--- config.mk ---
export PLATFORM = sky130hd
export DESIGN_NAME = cla_add_sequencer
export DESIGN_NICKNAME = d
export VERILOG_FILES = /design/src/rtl/cla_add_sequencer.sv
export SDC_FILE = /design/constraint.sdc
export NUM_CORES = 1
export LEC_CHECK = 0
export ABC_AREA = 1
export CAP_MARGIN = 30
export CORE_MARGIN = 3
export CORE_UTILIZATION = 44
export DETAILED_ROUTE_END_ITERATION = 8
export PLACE_DENSITY = 0.75
export SYNTH_ARGS = -nofsm -noshare
export SYNTH_HDL_FRONTEND = slang
export SYNTH_SLANG_ARGS = --single-unit
--- constraint.sdc ---
create_clock -name clk -period 1.6 [get_ports clk]
set_input_delay 0.32 -clock clk [delete_from_list [all_inputs] [get_ports clk]]
set_output_delay 0.32 -clock clk [all_outputs]
set_load 0.005 [all_outputs]
--- src/rtl/cla_add_sequencer.sv ---
// cla_add_sequencer: performs a (4*NIBBLES)-bit add one nibble at a time
// through a shared external 4-bit CLA. The slices go in least-significant
// first, and the carry is chained through carry_q between them.
module cla_add_sequencer #(
    parameter int NIBBLES = 4
) (
    input  logic                   clk,
    input  logic                   rst_n,
    input  logic                   in_valid,
    output logic                   in_ready,
    input  logic [4*NIBBLES-1:0]   a,
    input  logic [4*NIBBLES-1:0]   b,
    input  logic                   cin,
    output logic [3:0]             add_a,
    output logic [3:0]             add_b,
    output logic                   add_cin,
    input  logic [3:0]             add_sum,
    input  logic                   add_cout,
    output logic                   out_valid,
    input  logic                   out_ready,
    output logic [4*NIBBLES-1:0]   sum,
    output logic                   cout,
    output logic                   busy
);

    localparam int W  = 4 * NIBBLES;
    // The index keeps at least one bit, so that NIBBLES=1 still gets a legal vector.
    localparam int IW = (NIBBLES > 1) ? $clog2(NIBBLES) : 1;

    typedef enum logic [1:0] {IDLE, RUN, DONE} state_e;

    state_e          state_q, state_d;
    logic            in_ready_q, in_ready_d;
    logic            out_valid_q, out_valid_d;
    logic [W-1:0]    a_q, b_q, sum_q;
    logic [IW-1:0]   idx_q;
    logic            carry_q;

    logic            accept;
    logic            release_res;
    logic            last_nib;

    assign accept      = (state_q == IDLE) && in_valid && in_ready_q;
    assign release_res = (state_q == DONE) && out_valid_q && out_ready;
    assign last_nib    = (idx_q == IW'(NIBBLES - 1));

    // State and handshake flags are registered.
    always_ff @(posedge clk or negedge rst_n) begin
        if (!rst_n) begin
            state_q     <= IDLE;
            in_ready_q  <= 1'b0;
            out_valid_q <= 1'b0;
        end else begin
            state_q     <= state_d;
            in_ready_q  <= in_ready_d;
            out_valid_q <= out_valid_d;
        end
    end

    // Next-state logic. The handshake flags follow directly from the state being entered.
    always_comb begin
        state_d = state_q;
        case (state_q)
            IDLE:    if (accept)      state_d = RUN;
            RUN:     if (last_nib)    state_d = DONE;
            DONE:    if (release_res) state_d = IDLE;
            default:                  state_d = IDLE;
        endcase
        in_ready_d  = (state_d == IDLE);
        out_valid_d = (state_d == DONE);
    end

    // Drive the current nibble to the CLA while running, and zeros otherwise.
    always_comb begin
        add_a   = 4'h0;
        add_b   = 4'h0;
        add_cin = 1'b0;
        if (state_q == RUN) begin
            add_a   = a_q[4*idx_q +: 4];
            add_b   = b_q[4*idx_q +: 4];
            add_cin = carry_q;
        end
    end

    // Operand capture, then one nibble of result and its carry per RUN cycle.
    always_ff @(posedge clk or negedge rst_n) begin
        if (!rst_n) begin
            a_q     <= '0;
            b_q     <= '0;
            sum_q   <= '0;
            idx_q   <= '0;
            carry_q <= 1'b0;
        end else if (accept) begin
            a_q     <= a;
            b_q     <= b;
            carry_q <= cin;
            idx_q   <= '0;
        end else if (state_q == RUN) begin
            sum_q[4*idx_q +: 4] <= add_sum;
            carry_q             <= add_cout;
            idx_q               <= idx_q + 1'b1;
        end
    end

    assign in_ready  = in_ready_q;
    assign out_valid = out_valid_q;
    assign sum       = sum_q;
    assign cout      = carry_q;
    assign busy      = (state_q != IDLE);

endmodule
# After elaboration in Yosys (flattened, before gate mapping)
# Index checks and enable logic that the tools add are counted.
[totals] register_bits=55 out_inout_bits=29 in_bits=42
[op_classes] add_sub_neg=2 bitwise=1 eq_ne=4 n_reduce_logical=9 n_mux=12 shift=4
[ops] operator="negation 4 -> 34 bit" count=1
[ops] operator="variable shift 4 x 34 -> 16 bit, first input constant" count=1
[ops] operator="variable part select 4 x 34 -> 16 bit" count=1
[ops] operator="variable part select 16 x 5 -> 4 bit" count=2
[ops] operator="bitwise mux 16 bit" count=1
[ops] operator="two-way mux 2 bit" count=5
[ops] operator="two-way mux 4 bit" count=2
[ops] operator="equality test 2 bit, second input constant" count=3
[ops] operator="one-hot mux 2 bit (3 select lines)" count=1
[ops] operator="logical AND 1 bit" count=4
[ops] operator="zero test 2 bit" count=2
[ops] operator="nonzero test 2 bit" count=2
[ops] operator="two-way mux 1 bit" count=3
[ops] operator="adder 2 x 1 -> 2 bit, second input constant" count=1
[ops] operator="equality test 2 x 1 -> 1 bit, second input constant" count=1
[ops] operator="AND reduction 2 bit" count=1
[ops] operator="NOT 1 bit" count=1

# Logic depth before layout (Yosys ltp)
# Gate-level depths: netlist (run 1).
[logic_depth] depth_word=6 mapped_depth=8 mapped_depth_nobuf=6

# Worst setup path after synthesis (run 1)
# No wires, ideal clock.
[synth_timing] path_kind="register to register" start="register idx_q[1]" end="register sum_q[0] (netlist: sum[0])" arrival_ns=1.644 setup_slack_ns=-0.120 path_stages_with_launch=8 setup_ns=0.076 required_ns=1.524 n_path_buf=2 path_cell_list="dfrtp_1 buf_2 clkinv_1 ha_1 buf_2 nor2_1 nand3_1 o21ai_1"
[synth_via] elab_chain_cells=3
[synth_rtl] element="start, declared" line_no="36" source="logic [IW-1:0] idx_q;"
[synth_rtl] element="start signal, assigned" line_no="101" source="idx_q <= idx_q + 1'b1;"
[synth_rtl] element="negation 4 -> 34 bit (*)" line_no="99" source="sum_q[4*idx_q +: 4] <= add_sum;"
[synth_rtl] element="variable part select 4 x 34 -> 16 bit or variable shift 4 x 34 -> 16 bit (tied branches)" line_no="99"
[synth_rtl] element="bitwise mux 16 bit (*)" line_no="99"
[synth_rtl] element="end signal, assigned by index" line_no="99"
[synth_rtl] element="end, declared" line_no="35" source="logic [W-1:0] a_q, b_q, sum_q;"
# Every way passes the cells marked *; elsewhere a longest branch is shown, timed or not.
# A chain may end at the register's enable or synchronous reset.

# Final worst setup path (run 1)
[layout_timing] start="register idx_q[0]" end="output port add_b[1]"
[layout_via] elab_chain_cells=2
[layout_rtl] element="variable part select 16 x 5 -> 4 bit" line_no="80" source="add_b = b_q[4*idx_q +: 4];"
[layout_rtl] element="two-way mux 4 bit" line_no="78" source="if (state_q == RUN) begin"
[layout_rtl] element="end, declared" line_no="15" source="output logic [3:0] add_b,"
# No other way between the ends.

==> results of run 1 <==
## path summary, 6_finish.rpt
| kind | endpoint | slack (ns) | cells past startpoint | startpoint |
|---|---|---|---|---|
| max | add_b[1] | -0.10 | 6 | idx_q[0] |
| min | sum[14] | 0.50 | 2 | sum[14] |
| max reg2reg | sum[13] | 0.02 | 8 | idx_q[0] |
| min reg2reg | sum[14] | 0.50 | 2 | sum[14] |
| max in group asynchronous | idx_q[0] | 0.79 | 3 | rst_n |
| min in group asynchronous | a_q[5] | 0.52 | 3 | rst_n |
## area by class of cell
class                           count  share of cell area
Clock buffer                        6              0.0185
Timing Repair Buffer               92               0.228
Multi-Input combinational cell    211               0.331
Sequential cell                    55               0.352
Tap cell                           75              0.0239
Inverter                           45              0.0444
Clock inverter                      2             0.00319
## through the flow
step | worst slack [ns] | hold WS, ns | TNS, ns | power (W) | instances
floorplan | 0.0129 | 0.0244 | 0 | 0.00454 | 326
global placement | -0.120 | 0.336 | -0.847 | 0.00603 | 473
detailed placement | -0.134 | 0.337 | -1.37 | 0.00613 | 473
CTS | -0.0590 | 0.00222 | -0.367 | 0.00698 | 483
global route | -0.169 | 0.519 | -1.46 | 0.00808 | 486
finish | -0.101 | 0.496 | -0.532 | 0.00748 | 486
## flip-flops by register name (all words and copies together), names as in the netlist
register	flops
sum	16
idx_q	2
a_q	16
out_valid	1
in_ready	1
state_q	2
cout	1
b_q	16
## layout by cell type, fill, tap and decap left out, types with 2 or more instances in the layout
cell type / count
sky130_fd_sc_hd__buf_2: 10
sky130_fd_sc_hd__ha_4: 2
sky130_fd_sc_hd__a21oi_2: 36
sky130_fd_sc_hd__buf_4: 12
sky130_fd_sc_hd__nand3_2: 7
sky130_fd_sc_hd__clkbuf_8: 5
sky130_fd_sc_hd__ha_1: 4
sky130_fd_sc_hd__buf_12: 3
sky130_fd_sc_hd__nor3_1: 4
sky130_fd_sc_hd__o21ai_1: 10
sky130_fd_sc_hd__buf_6: 5
sky130_fd_sc_hd__o21ai_0: 5
sky130_fd_sc_hd__clkdlybuf4s50_1: 59
sky130_fd_sc_hd__inv_1: 43
sky130_fd_sc_hd__nand2_2: 20
sky130_fd_sc_hd__nor2_2: 5
sky130_fd_sc_hd__nor2_4: 5
sky130_fd_sc_hd__nor2_1: 34
sky130_fd_sc_hd__inv_4: 2
sky130_fd_sc_hd__a21oi_1: 4
sky130_fd_sc_hd__nand2_4: 4
sky130_fd_sc_hd__nand2_1: 46
sky130_fd_sc_hd__dfrtp_1: 54
sky130_fd_sc_hd__nand3_1: 24
## report_power, final
part	switching (W)	internal, W	total, W
sequential	0.000261	0.00201	0.00227
clock	0.000426	0.000307	0.000733
combinational	0.00246	0.00202	0.00448
## critical path, delay by kind of cell, from the launching register on
family	cells	cell delay, ns
AO/OA/AOI/OAI	1	0.15
flip-flops	1	0.44
buffers and inverters	3	0.37
AND/OR/NAND/NOR	2	0.12
## routing by layer
metal,vias up,global-route usage,routed length [µm]
li1,1188,-,-
met1,1138,0.249,2990
met2,53,0.306,3360
met3,7,0.0252,243
met4,0,0.0518,57
met5,-,0,0
## cell families (layout without fill, tap and decap cells)
logic type      Yosys count  count (layout)
fa+ha+maj                 6               6
buf+inv                  60             145
compound gates           55              55
flops                    55              55
simple gates            150             150
## what timing repair did
action,CTS,global route
endpoints found under the hold margin,0,4
cloned,1,1
hold buffers,0,1
gates resized for setup,61,40
pin swaps,9,8
setup endpoints to repair,26,25
buffers inserted,1,1
==> run metrics, run 1 <==
status=complete, but fails checks; violations in the final reports=negative setup slack; main combinational cell family by area after synthesis=simple AND/OR/NAND/NOR gates; xor/xnor cell area share of the yosys netlist=0; max-capacitance violation count=0; Clock H-tree levels=2; detailed-route wire length per cell=approximately 14 µm; Pins Over Slew Limit=0; final instance area=3920 µm²; Top FF cell, synth=sky130_fd_sc_hd__dfrtp_1; count of boundary I/O pins=71; final worst setup slack=-0.101 ns; count of nets left with antenna violations after detail routing=0; final critical-path required period=1.70 ns; worst path cell trace=inv_4, clkbuf_16, nand2_1, nand3_1, a21oi_2, buf_2; CTS Buf Count=5; grt ovf=0; slew at the pin with the worst max-slew slack=just under 0.3 ns; fraction of layout cells with a size suffix above 1=0.294; cell leakage power=approximately 1.9 nW; largest voltage drop on the vdd net=0.00144 V; All-Layer GR Usage=0.183; end-of-flow core utilization=0.654; Antenna Diode Count=0; yosys warns=0; register area=roughly 1400 µm²; latest clock arrival within the worst-skew pair=roughly 0.30 ns; worst clock skew=0.00603 ns; vias in the first global route=2357; clock-pin transition on the worst setup and hold timing paths=0.09 ns; worst-path fanout max=5; unrepaired setup endpoints after global routing=yes; total nets after synthesis=374; highest clock rate=0.588 GHz; post-detailed-routing wire length=6.65 mm; Critical Path Source Type=register; initial DRC count=119; pin count of the biggest net entering global routing=56; Final setup violation count=8; filler cell count=490; final net count=458; CTS tree=yes; die boundary width=85.1 µm; library cell with the largest summed area after synthesis=sky130_fd_sc_hd__dfrtp_1; type of the tightest min-delay check=register to register; HPWL reported at the end of detailed placement=4.59 mm; mean instance size in the synthesized netlist=8.44 µm²; top cells by instance count after synthesis=66 x sky130_fd_sc_hd__nand2_1, 55 x sky130_fd_sc_hd__dfrtp_1, 44 x sky130_fd_sc_hd__inv_1; tightest slew margin relative to the limit=0.801; Area Overhead vs Synth=42.5%; Slowest Stage Delay on Critical Path=0.44 ns; power density over the cells=approximately 1900 nW/µm²; Netlist Area Pre-Place=around 2800 µm²; Setup crit end kind=output port; Synth Area in Simple Gates=0.233; routed via count=about 2.4k; count of state elements after synthesis=55; crit path max-delay cell type=sky130_fd_sc_hd__dfrtp_2; Buffers on Ports=70; Row Count=28; area fraction in compound gates after synthesis=0.141; vias per std cell=4.91; adder-cell area share of the yosys netlist=0.0273; mux cell area share after synthesis=0; TritonRoute pass-1 iters=4; area of the multi-input gates=~1300 µm²; sequential share of the synthesized area=0.500; leading cell type by number of instances after synthesis=sky130_fd_sc_hd__nand2_1; count of endpoints failing hold in the final timing report=0; Die Footprint=7240 µm²; global placer's final weighted congestion=0.852; number of instances in the synthesized netlist=326; worst path arrival time=1.38 ns; fraction of registers with async set/reset=1.00; count of cell types in the netlist=17; portion of synthesized cell area occupied by the leading cell type=0.500; Clk Tree Root Cell=sky130_fd_sc_hd__clkbuf_8; cell area after placement=roughly 3600 µm²; placeable core region=5990 µm²; first-pass GRT wire length=10.9 mm; required time reported for the critical path endpoint=1.28 ns; number of buffers between clock root and the deepest sink=2; die boundary height=85.1 µm; top cells by area, synth=sky130_fd_sc_hd__dfrtp_1 50%, sky130_fd_sc_hd__a21oi_2 9.6%, sky130_fd_sc_hd__nand2_1 9.0%; DRC Markers=0; worst setup path category=register to output port; final cycle utilization of the critical path=1.06; Sinks on Clock Net=55; starting utilization of the core area=0.459; number of antenna violations at the first check in global routing=0; EDFF count, synth=0
No activity file was read; power rests on OpenSTA's default activity.
==> inputs of run 2 (changes only) <==
- CAP_MARGIN: 30 -> 15
==> results of run 2 <==
No change in the layout: final DEF, timing and power equal those of run 1.
==> inputs of run 3 (changes only) <==
- PLACE_DENSITY: 0.75 -> 0.76
==> run metrics, run 3 (same netlist as run 1, synthesis figures left out) <==
clock-pin transition on the worst setup and hold timing paths=0.09 ns; end-of-flow core utilization=0.656; violations in the final reports=negative setup slack; worst clock skew=0.00928 ns; placeable core region=5990 µm²; Crit Reg-Reg Startpoint=idx_q[0]; CTS tree=yes; number of antenna violations at the first check in global routing=0; DRC Markers=0; count of nets left with antenna violations after detail routing=0; detailed-route wire length per cell=13.7 µm; vias in the first global route=2320; number of buffers between clock root and the deepest sink=2; worst path arrival time=1.36 ns; Buffers on Ports=70; vias per std cell=4.94; commonest cells after routing, fill and taps aside=59 x sky130_fd_sc_hd__clkdlybuf4s50_1, 54 x sky130_fd_sc_hd__nand2_1, 54 x sky130_fd_sc_hd__dfrtp_1, 43 x sky130_fd_sc_hd__inv_1, 36 x sky130_fd_sc_hd__a21oi_2; worst-path fanout max=12; worst setup path category=register to output port; global placer's final weighted congestion=0.845; grt ovf=0; Row Count=28; Clk Tree Root Cell=sky130_fd_sc_hd__clkbuf_8; first-pass GRT wire length=10.8 mm; tightest slew margin relative to the limit=0.806; Worst Setup SP=idx_q[0]; count of boundary I/O pins=71; unrepaired setup endpoints after global routing=yes; CTS Buf Count=5; die boundary height=85.1 µm; count of endpoints failing hold in the final timing report=0; filler cell count=478; Antenna Diode Count=0; final critical-path required period=around 1.7 ns; Final setup violation count=9; final cycle utilization of the critical path=1.05; leading cell type in the layout, fill and taps excluded=sky130_fd_sc_hd__clkdlybuf4s50_1; Setup crit end kind=output port; final worst setup slack=-0.0753 ns; Clock H-tree levels=2; Sinks on Clock Net=55; starting utilization of the core area=0.459; slew at the pin with the worst max-slew slack=between 0.2 and 0.3 ns; highest clock rate=slightly below 0.6 GHz; cell leakage power=1.89 nW; total power=0.00773 W; final net count=460; latest clock arrival within the worst-skew pair=0.31 ns; required time reported for the critical path endpoint=1.28 ns; initial DRC count=99; HP Start=sum[14]; post-detailed-routing wire length=6.69 mm; fraction of layout cells with a size suffix above 1=0.276; HPWL reported at the end of detailed placement=about 4.7 mm; pin count of the biggest net entering global routing=56; Area Overhead vs Synth=42.9%; type of the tightest min-delay check=register to register; TritonRoute pass-1 iters=4; largest voltage drop on the vdd net=0.00128 V; All-Layer GR Usage=0.185; Pins Over Slew Limit=0; power density over the cells=slightly below 2000 nW/µm²; status=complete, but fails checks; die boundary width=85.1 µm; Critical Path Source Type=register; Die Footprint=7240 µm²; max-capacitance violation count=0; routed via count=2412
run 3: worst max-delay path: stages (launching register included):
cell	delay [ns]
sky130_fd_sc_hd__dfrtp_2	0.43
sky130_fd_sc_hd__inv_2	0.07
sky130_fd_sc_hd__buf_12	0.15
sky130_fd_sc_hd__nand2_2	0.06
sky130_fd_sc_hd__nand3_2	0.07
sky130_fd_sc_hd__a21oi_2	0.15
sky130_fd_sc_hd__buf_2	0.13
run 3: timing repair:
action / in CTS / in global routing
gates resized for setup: 60 / 20
setup endpoints to repair: 27 / 25
hold endpoints to repair: 6 / 0
hold buffers: 1 / 0
pin swaps: 9 / 2
setup buffers: 3 / 2
run 3: area by class of cell:
type	count	area (µm²)	share of cell area
Clock inverter	2	60.1	0.0153
Clock buffer	6	72.6	0.0185
Inverter	45	170	0.0433
Sequential cell	55	1380	0.351
Multi-Input combinational cell	211	1240	0.317
Timing Repair Buffer	94	911	0.232
Tap cell	75	93.8	0.0239
run 3: power breakdown:
| group | total (W) | internal, W | switching (W) |
|---|---|---|---|
| clock | 0.00107 | 0.000626 | 0.000447 |
| sequential | 0.00227 | 0.00201 | 0.000265 |
| combinational | 0.00438 | 0.00201 | 0.00237 |
run 3: path summary, 6_finish.rpt:
check                           end  slack [ns]  depth (start not counted)
max reg2reg                 sum[13]           0                          8
min in group asynchronous    a_q[4]        0.53                          3
min reg2reg                 sum[14]        0.49                          2
min                         sum[14]        0.49                          2
max                        add_b[3]       -0.08                          6
max in group asynchronous  idx_q[0]        0.82                          3
run 3: per-layer routing:
| metal | vias up | wire length [µm] | GRT usage |
|---|---|---|---|
| met4 | 0 | 146 | 0.0604 |
| met5 | - | 0 | 0 |
| met1 | 1132 | 2910 | 0.249 |
| li1 | 1188 | - | - |
| met3 | 16 | 364 | 0.0369 |
| met2 | 76 | 3270 | 0.299 |
run 3: metrics by stage:
step / TNS, ns / cell area, µm² / setup slack (ns) / hold WS [ns] / std cells
2_1_floorplan: 0 / 2760 / 0.0129 / 0.0244 / 326
3_3_place_gp: -1.49 / 3650 / -0.130 / 0.332 / 475
3_5_place_dp: -2.60 / 3650 / -0.170 / 0.338 / 475
4_1_cts: -0.364 / 3840 / -0.0560 / 0.494 / 486
5_1_grt: -1.50 / 3930 / -0.132 / 0.521 / 488
6_report: -0.461 / 3930 / -0.0753 / 0.487 / 488
